### config.mk
export PLATFORM = sky130hd
export DESIGN_NAME = mem_access_ctrl
export DESIGN_NICKNAME = d
export VERILOG_FILES = /design/src/rtl/mem_access_ctrl.sv
export SDC_FILE = /design/constraint.sdc
export NUM_CORES = 1
export LEC_CHECK = 0
export CAP_MARGIN = 20
export CORE_MARGIN = 4
export CORE_UTILIZATION = 44
export CTS_BUF_LIST = sky130_fd_sc_hd__clkbuf_8
export DETAILED_ROUTE_END_ITERATION = 10
export GPL_TIMING_DRIVEN = 0
export PLACE_DENSITY = 0.87
export SYNTH_ARGS = -nofsm -noshare
export SYNTH_HDL_FRONTEND = slang
export SYNTH_SLANG_ARGS = --single-unit
### constraint.sdc
create_clock -name clk_i -period 6.3 [get_ports clk_i]
set_input_delay 1.26 -clock clk_i [delete_from_list [all_inputs] [get_ports clk_i]]
set_output_delay 1.26 -clock clk_i [all_outputs]
set_load 0.02 [all_outputs]
### src/rtl/mem_access_ctrl.sv
// mem_access_ctrl: rv32i data-memory access sequencer over a req/gnt/rvalid bus
module mem_access_ctrl #(
   parameter int TIMEOUT_CYCLES = 256
) (
   input  logic        clk_i,
   input  logic        rst_i,
   input  logic        mem_en_i,
   input  logic        mem_we_i,
   input  logic [2:0]  funct3_i,
   input  logic [31:0] addr_i,
   input  logic [31:0] write_data_i,
   output logic        stall_o,
   output logic        done_o,
   output logic [31:0] load_data_o,
   output logic        fault_o,
   output logic [1:0]  fault_cause_o,
   output logic        bus_req_o,
   output logic        bus_we_o,
   output logic [31:0] bus_addr_o,
   output logic [3:0]  bus_be_o,
   output logic [31:0] bus_wdata_o,
   input  logic        bus_gnt_i,
   input  logic        bus_rvalid_i,
   input  logic [31:0] bus_rdata_i
);
   localparam int CW = TIMEOUT_CYCLES > 0 ? $clog2(TIMEOUT_CYCLES + 1) : 1;
   typedef enum logic [1:0] {IDLE, REQ, RESP, DONE} state_t;
   state_t state, state_n;
   logic [31:0] addr_q, wd_q, load_q, load_n, shifted, ext;
   logic [2:0] f3_q;
   logic we_q, illegal, misaligned, timeout, busy, req_st;
   logic [CW-1:0] cnt;
   always_comb begin
      illegal    = mem_we_i ? (funct3_i[2] | &funct3_i[1:0])
                            : (&funct3_i[1:0] | (funct3_i[2] & funct3_i[1]));
      misaligned = (funct3_i[1:0] == 2'b01 & addr_i[0]) | (funct3_i[1:0] == 2'b10 & |addr_i[1:0]);
      busy       = state == REQ || state == RESP;
      req_st     = state == REQ;
      timeout    = TIMEOUT_CYCLES != 0 && busy && cnt == CW'(TIMEOUT_CYCLES);
      shifted    = bus_rdata_i >> {addr_q[1:0], 3'b000};
      ext        = f3_q == 3'b000 ? {{24{shifted[7]}}, shifted[7:0]} :
                   f3_q == 3'b001 ? {{16{shifted[15]}}, shifted[15:0]} :
                   f3_q == 3'b100 ? {24'd0, shifted[7:0]} :
                   f3_q == 3'b101 ? {16'd0, shifted[15:0]} : shifted;
   end
   // Bus fields are driven only while requesting so idle/reset outputs read as zero.
   always_comb begin
      bus_we_o    = req_st & we_q;
      bus_addr_o  = req_st ? {addr_q[31:2], 2'b00} : 32'd0;
      bus_be_o    = !req_st ? 4'b0000 :
                    f3_q[1:0] == 2'b00 ? 4'b0001 << addr_q[1:0] :
                    f3_q[1:0] == 2'b01 ? 4'b0011 << addr_q[1:0] : 4'b1111;
      bus_wdata_o = !req_st ? 32'd0 :
                    f3_q[1:0] == 2'b00 ? {4{wd_q[7:0]}} :
                    f3_q[1:0] == 2'b01 ? {2{wd_q[15:0]}} : wd_q;
      load_data_o = load_q;
   end
   always_comb begin
      state_n       = state;
      load_n        = load_q;
      stall_o       = 1'b0;
      done_o        = 1'b0;
      fault_o       = 1'b0;
      fault_cause_o = 2'b00;
      bus_req_o     = 1'b0;
      case (state)
         IDLE: if (mem_en_i) begin
            if (illegal | misaligned) begin
               fault_o       = 1'b1;
               fault_cause_o = illegal ? 2'b10 : 2'b01;
            end else begin
               stall_o = 1'b1;
               state_n = REQ;
            end
         end
         REQ: begin
            stall_o = 1'b1;
            if (timeout) begin
               fault_o       = 1'b1;
               fault_cause_o = 2'b11;
               load_n        = 32'd0;
               state_n       = DONE;
            end else begin
               bus_req_o = 1'b1;
               if (bus_gnt_i) begin
                  state_n = we_q ? DONE : RESP;
                  load_n  = we_q ? 32'd0 : load_q;
               end
            end
         end
         RESP: begin
            stall_o = 1'b1;
            if (timeout) begin
               fault_o       = 1'b1;
               fault_cause_o = 2'b11;
               load_n        = 32'd0;
               state_n       = DONE;
            end else if (bus_rvalid_i) begin
               load_n  = ext;
               state_n = DONE;
            end
         end
         DONE: begin
            done_o  = 1'b1;
            state_n = IDLE;
         end
      endcase
   end
   always_ff @(posedge clk_i) begin
      if (rst_i) begin
         state  <= IDLE;
         cnt    <= '0;
         load_q <= '0;
         addr_q <= '0;
         wd_q   <= '0;
         f3_q   <= '0;
         we_q   <= 1'b0;
      end else begin
         state  <= state_n;
         load_q <= load_n;
         if (state == IDLE && state_n == REQ) begin
            cnt    <= '0;
            addr_q <= addr_i;
            wd_q   <= write_data_i;
            f3_q   <= funct3_i;
            we_q   <= mem_we_i;
         end else if (busy) begin
            cnt <= cnt + CW'(1);
         end
      end
   end
endmodule

==> results.yml, run 1 <==
synth:
  ys_ff_latch: 111
  muxShareOfSynthArea: 0.06995
  syn_avg_cell_area_um2: 8.221
  synth-async-reset-ratio: 0
  synth-adder-area-share: 0.02217
  yosysWarningCount: 0
  syn_area_um2: 6207
  synth.distinct_cells: 56
  synth_simple_gate_area_share: 0.1514
  synth_edf_count: 0
  ys_seq_area_frac: 0.3580
  synth_xor_area_frac: 0.01270
  synth_top_family_by_area: "compound AO/OA/AOI/OAI gates"
  synth_ff_type: "dfxtp_1"
  synth_cells: 755
  synth_compound_area_frac: 0.3179
clocking:
  cts_tree: "done"
  path_clk_slew_ns: 0.09
  numCtsBuffers: 9
  cts_setup_buffers: 0
  worstSkewPairLatency_ns: 0.39
  cts_sinks: 111
  clock_path_buffers: 2
  cts_hold_buf: 0
  root_buffer: "clkbuf_8"
  htree_levels: 3
  cts_resized: 0
timing:
  setup_viol: 0
  fin_skew_ns: 0.009467
  fin_crit_sh: 0.7265
  slew-limit-headroom: 0.4123
  final_hold_viol_count: 0
  grt_setup_unrepaired: "false"
  tns_ns: 0
  worst_slew_pin_slew_ns: 0.8748
  timing.final.crit_period_ns: 4.577
  hold_ws_ns: 0.4599
  slew_violations: 0
  fin_ws_ns: 1.723
  max_freq_mhz: 218.5
power:
  power.total_mw: 2.759
  cellInternalPower_mw: 1.513
  switching_share: 0.4517
  peakVddDrop_v: 0.0002574
  powerDensity_nw_per_um2: 317.2
  p_clk_frac: 0.154
  pwr-share-seq: 0.325
  total_switching_power_mw: 1.246
  p_leak_nw: 2.860
  p_comb_frac: 0.522
global_route:
  grt_pass1_vias: 6546
  antenna_found_initial: 0
  use_met1: 0.3016
  grt_max_degree: 17
  grt_use_met3: 0.09516
  grtUsageTotal: 0.2604
  grt-busiest-layer: "met2"
  grt.met2_usage: 0.4374
  grt_pass1_wl_um: 33540
  grt_overflow: 0
routing:
  first_iter_violations: 732
  viasPerCell: 5.788
  avgRoutedWirePerCell_um: 18.69
  routed_wl_um: 21660
  num_vias: 6708
  drc_errors: 0
  drtAntennaViolNets: 0
  first_pass_iters: 5
setup_path:
  cp-end-kind: "primary output"
  crit_required_ns: 5.04
  cp_slowest_cell: "clkdlybuf4s50_1"
  worstPathCellList: "clkdlybuf4s50_1, xor2_1, a21oi_1, or3_1, a21oi_1, clkdlybuf4s50_1"
  critPathLaunchType: "input pin"
  cp_max_fo: 6
  cp_data_arrival_time_ns: 3.32
  worst-setup-path-type: "in2out"
  slowest_delay_ns: 0.66
die:
  std_cell_rows: 43
  pin_count: 212
  core_region_area_um2: 13830
  initial_core_util: 0.4489
  die_h_um: 126.8
  die_area_um2: 16070
  dieWidth_um: 126.8
outcome:
  status: "finished, final reports clean"
place:
  io_buffers: 208
  pre_cts_ws_ns: 1.740
  routabilityCongestion: 0.9623
  dp_hpwl_um: 16460
finish:
  finalNetCount: 1091
  drive_gt1_frac: 0.03677
  final_util: 0.6290
  fillers: 1186
  insertedDiodeCount: 0
  final_cell_mix: "clkdlybuf4s50_1 (208), dfxtp_1 (111), o21ai_0 (93)"
  syn2layout_area_growth_pct: 40.11
  final_common_cell: "clkdlybuf4s50_1"
hold_path:
  hp-class: "reg2reg"
job:
  drv_cap: 0
-- cell usage after synthesis, types with 2 or more instances --
library cell  number  share of area
a21boi_0           9          0.011
a21oi_1           86          0.069
a22oi_1            8         0.0097
a32o_1             7          0.011
and2_1            49          0.049
and3_1             4         0.0040
and3b_1            2         0.0028
buf_1              3         0.0018
buf_2              7         0.0056
buf_4              3         0.0036
clkbuf_1          69          0.042
dfxtp_1          111           0.36
ha_1              11          0.022
inv_1             16         0.0097
mux2i_1           40          0.065
nand2_1           43          0.026
nand3_1            7         0.0056
nand3b_1           8         0.0097
nand4_1            2         0.0020
nor2_1            10         0.0060
nor2b_1           12          0.012
nor3_1            19          0.015
o211ai_1          70          0.085
o21a_1             5         0.0060
o21ai_0           93          0.075
o21ai_1            2         0.0016
o2bb2ai_1         14          0.020
o2bb2ai_2          2         0.0048
o32ai_1            8          0.011
or3_1              2         0.0020
xor2_1             8          0.011
-- sequential cells by signal (all words and copies together), names as in the netlist --
register     count
we_q             1
addr_q          32
cnt              9
state            2
wd_q            32
load_data_o     32
f3_q             3
-- worst paths after layout --
| kind | start | end | slack [ns] | depth (start not counted) |
|---|---|---|---|---|
| max | funct3_i[1] | fault_cause_o[0] | 1.72 | 6 |
| min | load_data_o[14]$_SDFFE_PP0P_ | load_data_o[14]$_SDFFE_PP0P_ | 0.46 | 2 |
| max reg2reg | state[0]$_SDFF_PP0_ | load_data_o[27]$_SDFFE_PP0P_ | 3.64 | 9 |
| min reg2reg | load_data_o[14]$_SDFFE_PP0P_ | load_data_o[14]$_SDFFE_PP0P_ | 0.46 | 2 |
-- worst max-delay path, delay by kind of cell --
| kind | cells | cell delay [ns] |
|---|---|---|
| xor gates and xnor gates | 1 | 0.17 |
| and+or+nand+nor | 1 | 0.36 |
| AOI/OAI and AO/OA | 2 | 0.23 |
| buffers and inverters | 2 | 1.29 |
-- metal layers --
metal | vias to the layer above | share of wire
met5 | - | 0
met4 | 0 | 0.030
met3 | 51 | 0.11
met2 | 341 | 0.47
met1 | 3125 | 0.39
li1 | 3191 | -
-- final cells by class --
cell class / instances / area, µm² / share of cell area
plain buffers: 84 / 354.1 / 0.04071
clock buffers: 9 / 123.9 / 0.01424
clock inverters: 6 / 55.05 / 0.006330
inverters: 17 / 63.81 / 0.007337
multi-input cells: 544 / 3571 / 0.4106
flip-flops and latches: 111 / 2222 / 0.2555
well taps: 180 / 225.2 / 0.02590
repair buffers: 208 / 2082 / 0.2394
-- power groups by stage --
stage / clock, mW / sequential [mW] / combinational (mW)
2_1_floorplan: 0 / 0.900 / 0.918
3_3_place_gp: 0 / 0.904 / 1.39
3_5_place_dp: 0 / 0.909 / 1.42
4_1_cts: 0.427 / 0.893 / 1.43
5_1_grt: 0.449 / 0.908 / 1.57
6_report: 0.424 / 0.896 / 1.44
-- per-stage QoR --
stage          instances  instance area (µm²)
2_1_floorplan        756                 6211
3_3_place_gp        1144                 8518
6_report            1159                 8697
3_5_place_dp        1144                 8518
5_1_grt             1159                 8697
4_1_cts             1159                 8697
-- cell families after synthesis --
logic type	after synthesis
flip-flops	111
AO/OA/AOI/OAI	313
multiplexers	42
adder cells (fa/ha/maj)	11
AND/OR/NAND/NOR	167
XOR/XNOR	9
buffers and inverters	101
other	1
No activity file was read; power rests on OpenSTA's default activity.
==> run 2, diff against run 1 <==
Settings changed: CORE_UTILIZATION 44 to 43, PLACE_DENSITY 0.87 to 0.88.
Clock period 6.3 ns to 3.7 ns, I/O delays scaled along.
==> results.yml, run 2 (synthesized netlist as in run 1, its figures left out) <==
outcome:
  status: "finished, final reports clean"
finish:
  final_cell_mix: "clkdlybuf4s50_1 (208), dfxtp_1 (111), o21ai_0 (93)"
  layout.cells.non_filler: 1157
  syn2layout_area_growth_pct: 40.23
  multi_input_area_um2: 3571
  postLayoutCellArea_um2: 8705
  fillers: 1212
  insertedDiodeCount: 0
  final_common_cell: "clkdlybuf4s50_1"
  drive_gt1_frac: 0.04606
  register_area_um2: 2222
  finalNetCount: 1089
setup_path:
  crit_required_ns: 2.96
  r2r_slack_ns: 1.10
  worstPathCellList: "inv_1, ha_1, clkbuf_2, clkbuf_2, clkbuf_2, and2_1, clkdlybuf4s50_1"
  cp_max_fo: 10
  critPathLaunchType: "register"
  cp_data_arrival_time_ns: 2.83
  cp-end-kind: "primary output"
  cp_slowest_cell: "clkdlybuf4s50_1"
  slowest_delay_ns: 0.65
  crit_top_cell: "clkbuf_2"
  reg2reg_from: "state[0]$_SDFF_PP0_"
  worst-setup-path-type: "reg2out"
  crit_start: "state[1]$_SDFF_PP0_"
clocking:
  htree_levels: 3
  clock_path_buffers: 2
  cts_tree: "done"
  worstSkewPairLatency_ns: 0.40
  cts_sinks: 111
  root_buffer: "clkbuf_8"
  cts_hold_buf: 0
  numCtsBuffers: 9
  path_clk_slew_ns: 0.10
timing:
  tns_ns: 0
  setup_viol: 0
  timing.final.crit_period_ns: 3.566
  slew_violations: 0
  fin_crit_sh: 0.9639
  max_freq_mhz: 280.4
  final_hold_viol_count: 0
  fin_skew_ns: 0.01366
  worst_slew_pin_slew_ns: 0.8773
  slew-limit-headroom: 0.4106
  grt_setup_unrepaired: "false"
routing:
  first_iter_violations: 548
  viasPerCell: 5.874
  routed_wl_um: 22220
  avgRoutedWirePerCell_um: 19.20
  drtAntennaViolNets: 0
  num_vias: 6796
  drc_errors: 0
  first_pass_iters: 7
global_route:
  grt_overflow: 0
  grt_pass1_vias: 6500
  grtUsageTotal: 0.2595
  grt_max_degree: 19
  antenna_found_initial: 1
  grt_pass1_wl_um: 33730
place:
  dp_hpwl_um: 16750
  io_buffers: 208
  place_inst: 1144
  place_area_um2: 8518
  routabilityCongestion: 0.9121
die:
  core_region_area_um2: 13990
  initial_core_util: 0.4437
  std_cell_rows: 43
  die_area_um2: 16420
  die_h_um: 128.1
  dieWidth_um: 128.1
  pin_count: 212
power:
  p_leak_nw: 2.874
  peakVddDrop_v: 0.0004558
  powerDensity_nw_per_um2: 542.4
hold_path:
  hp-start: "load_data_o[14]$_SDFFE_PP0P_"
  hp-class: "reg2reg"
job:
  drv_cap: 0
## run 2: cell count changes in the layout (fill, tap and decap cells not counted), sizes merged
cell      previous run  this run
bufinv               1         0
clkbuf              78        79
clkinv               2         1
clkinvlp             0         1
inv                 20        18
## run 2: layout make-up
type                            instances  share of cell area
Buffer                                 82             0.04068
Clock buffer                           12             0.01897
Clock inverter                          3            0.002012
Inverter                               17            0.007762
Multi-Input combinational cell        544              0.4102
Sequential cell                       111              0.2553
Tap cell                              180             0.02587
Timing Repair Buffer                  208              0.2392
## run 2: timing repair
| item | CTS | global route |
|---|---|---|
| setup buffers | 0 | 0 |
| gates resized for setup | 5 | 3 |
| endpoints found under the setup margin | 20 | 5 |
## run 2: worst paths after layout
check / to / cells past startpoint
min reg2reg: load_data_o[14]$_SDFFE_PP0P_ / 2
min: load_data_o[14]$_SDFFE_PP0P_ / 2
max reg2reg: load_data_o[25]$_SDFFE_PP0P_ / 8
max: bus_wdata_o[2] / 7
## run 2: metrics by stage
step                      hold slack (ns)  utilization  worst slack (ns)  power (mW)
after floorplan                    0.4491            -             1.181       3.095
after global placement             0.4404       0.6089            0.1703       3.924
after detailed placement           0.4451       0.6089           0.07374       3.979
after CTS                          0.4641       0.6222           0.05962       4.696
after global routing               0.4812       0.6223           0.01603       5.016
final                              0.4651       0.6223            0.1337       4.721
## run 2: layer usage
metal,track usage,wire [µm],up-vias
li1,-,-,3190
met1,0.3129,8673,3166
met2,0.4301,10430,374
met3,0.08292,2286,64
met4,0.1005,817,2
met5,0,12,-
## run 2: critical path: cells and delay by family, from the launching register on
family / cells / cell delay (ns)
buf+inv: 5 / 1.70
flops: 1 / 0.37
fa+ha+maj: 1 / 0.19
simple gates: 1 / 0.16
## run 2: power breakdown
part	total (mW)	switching, mW	internal, mW	leakage, nW
logic	2.47	1.58	0.893	1.87
registers	1.53	0.146	1.39	0.902
clock network	0.720	0.424	0.296	0.100
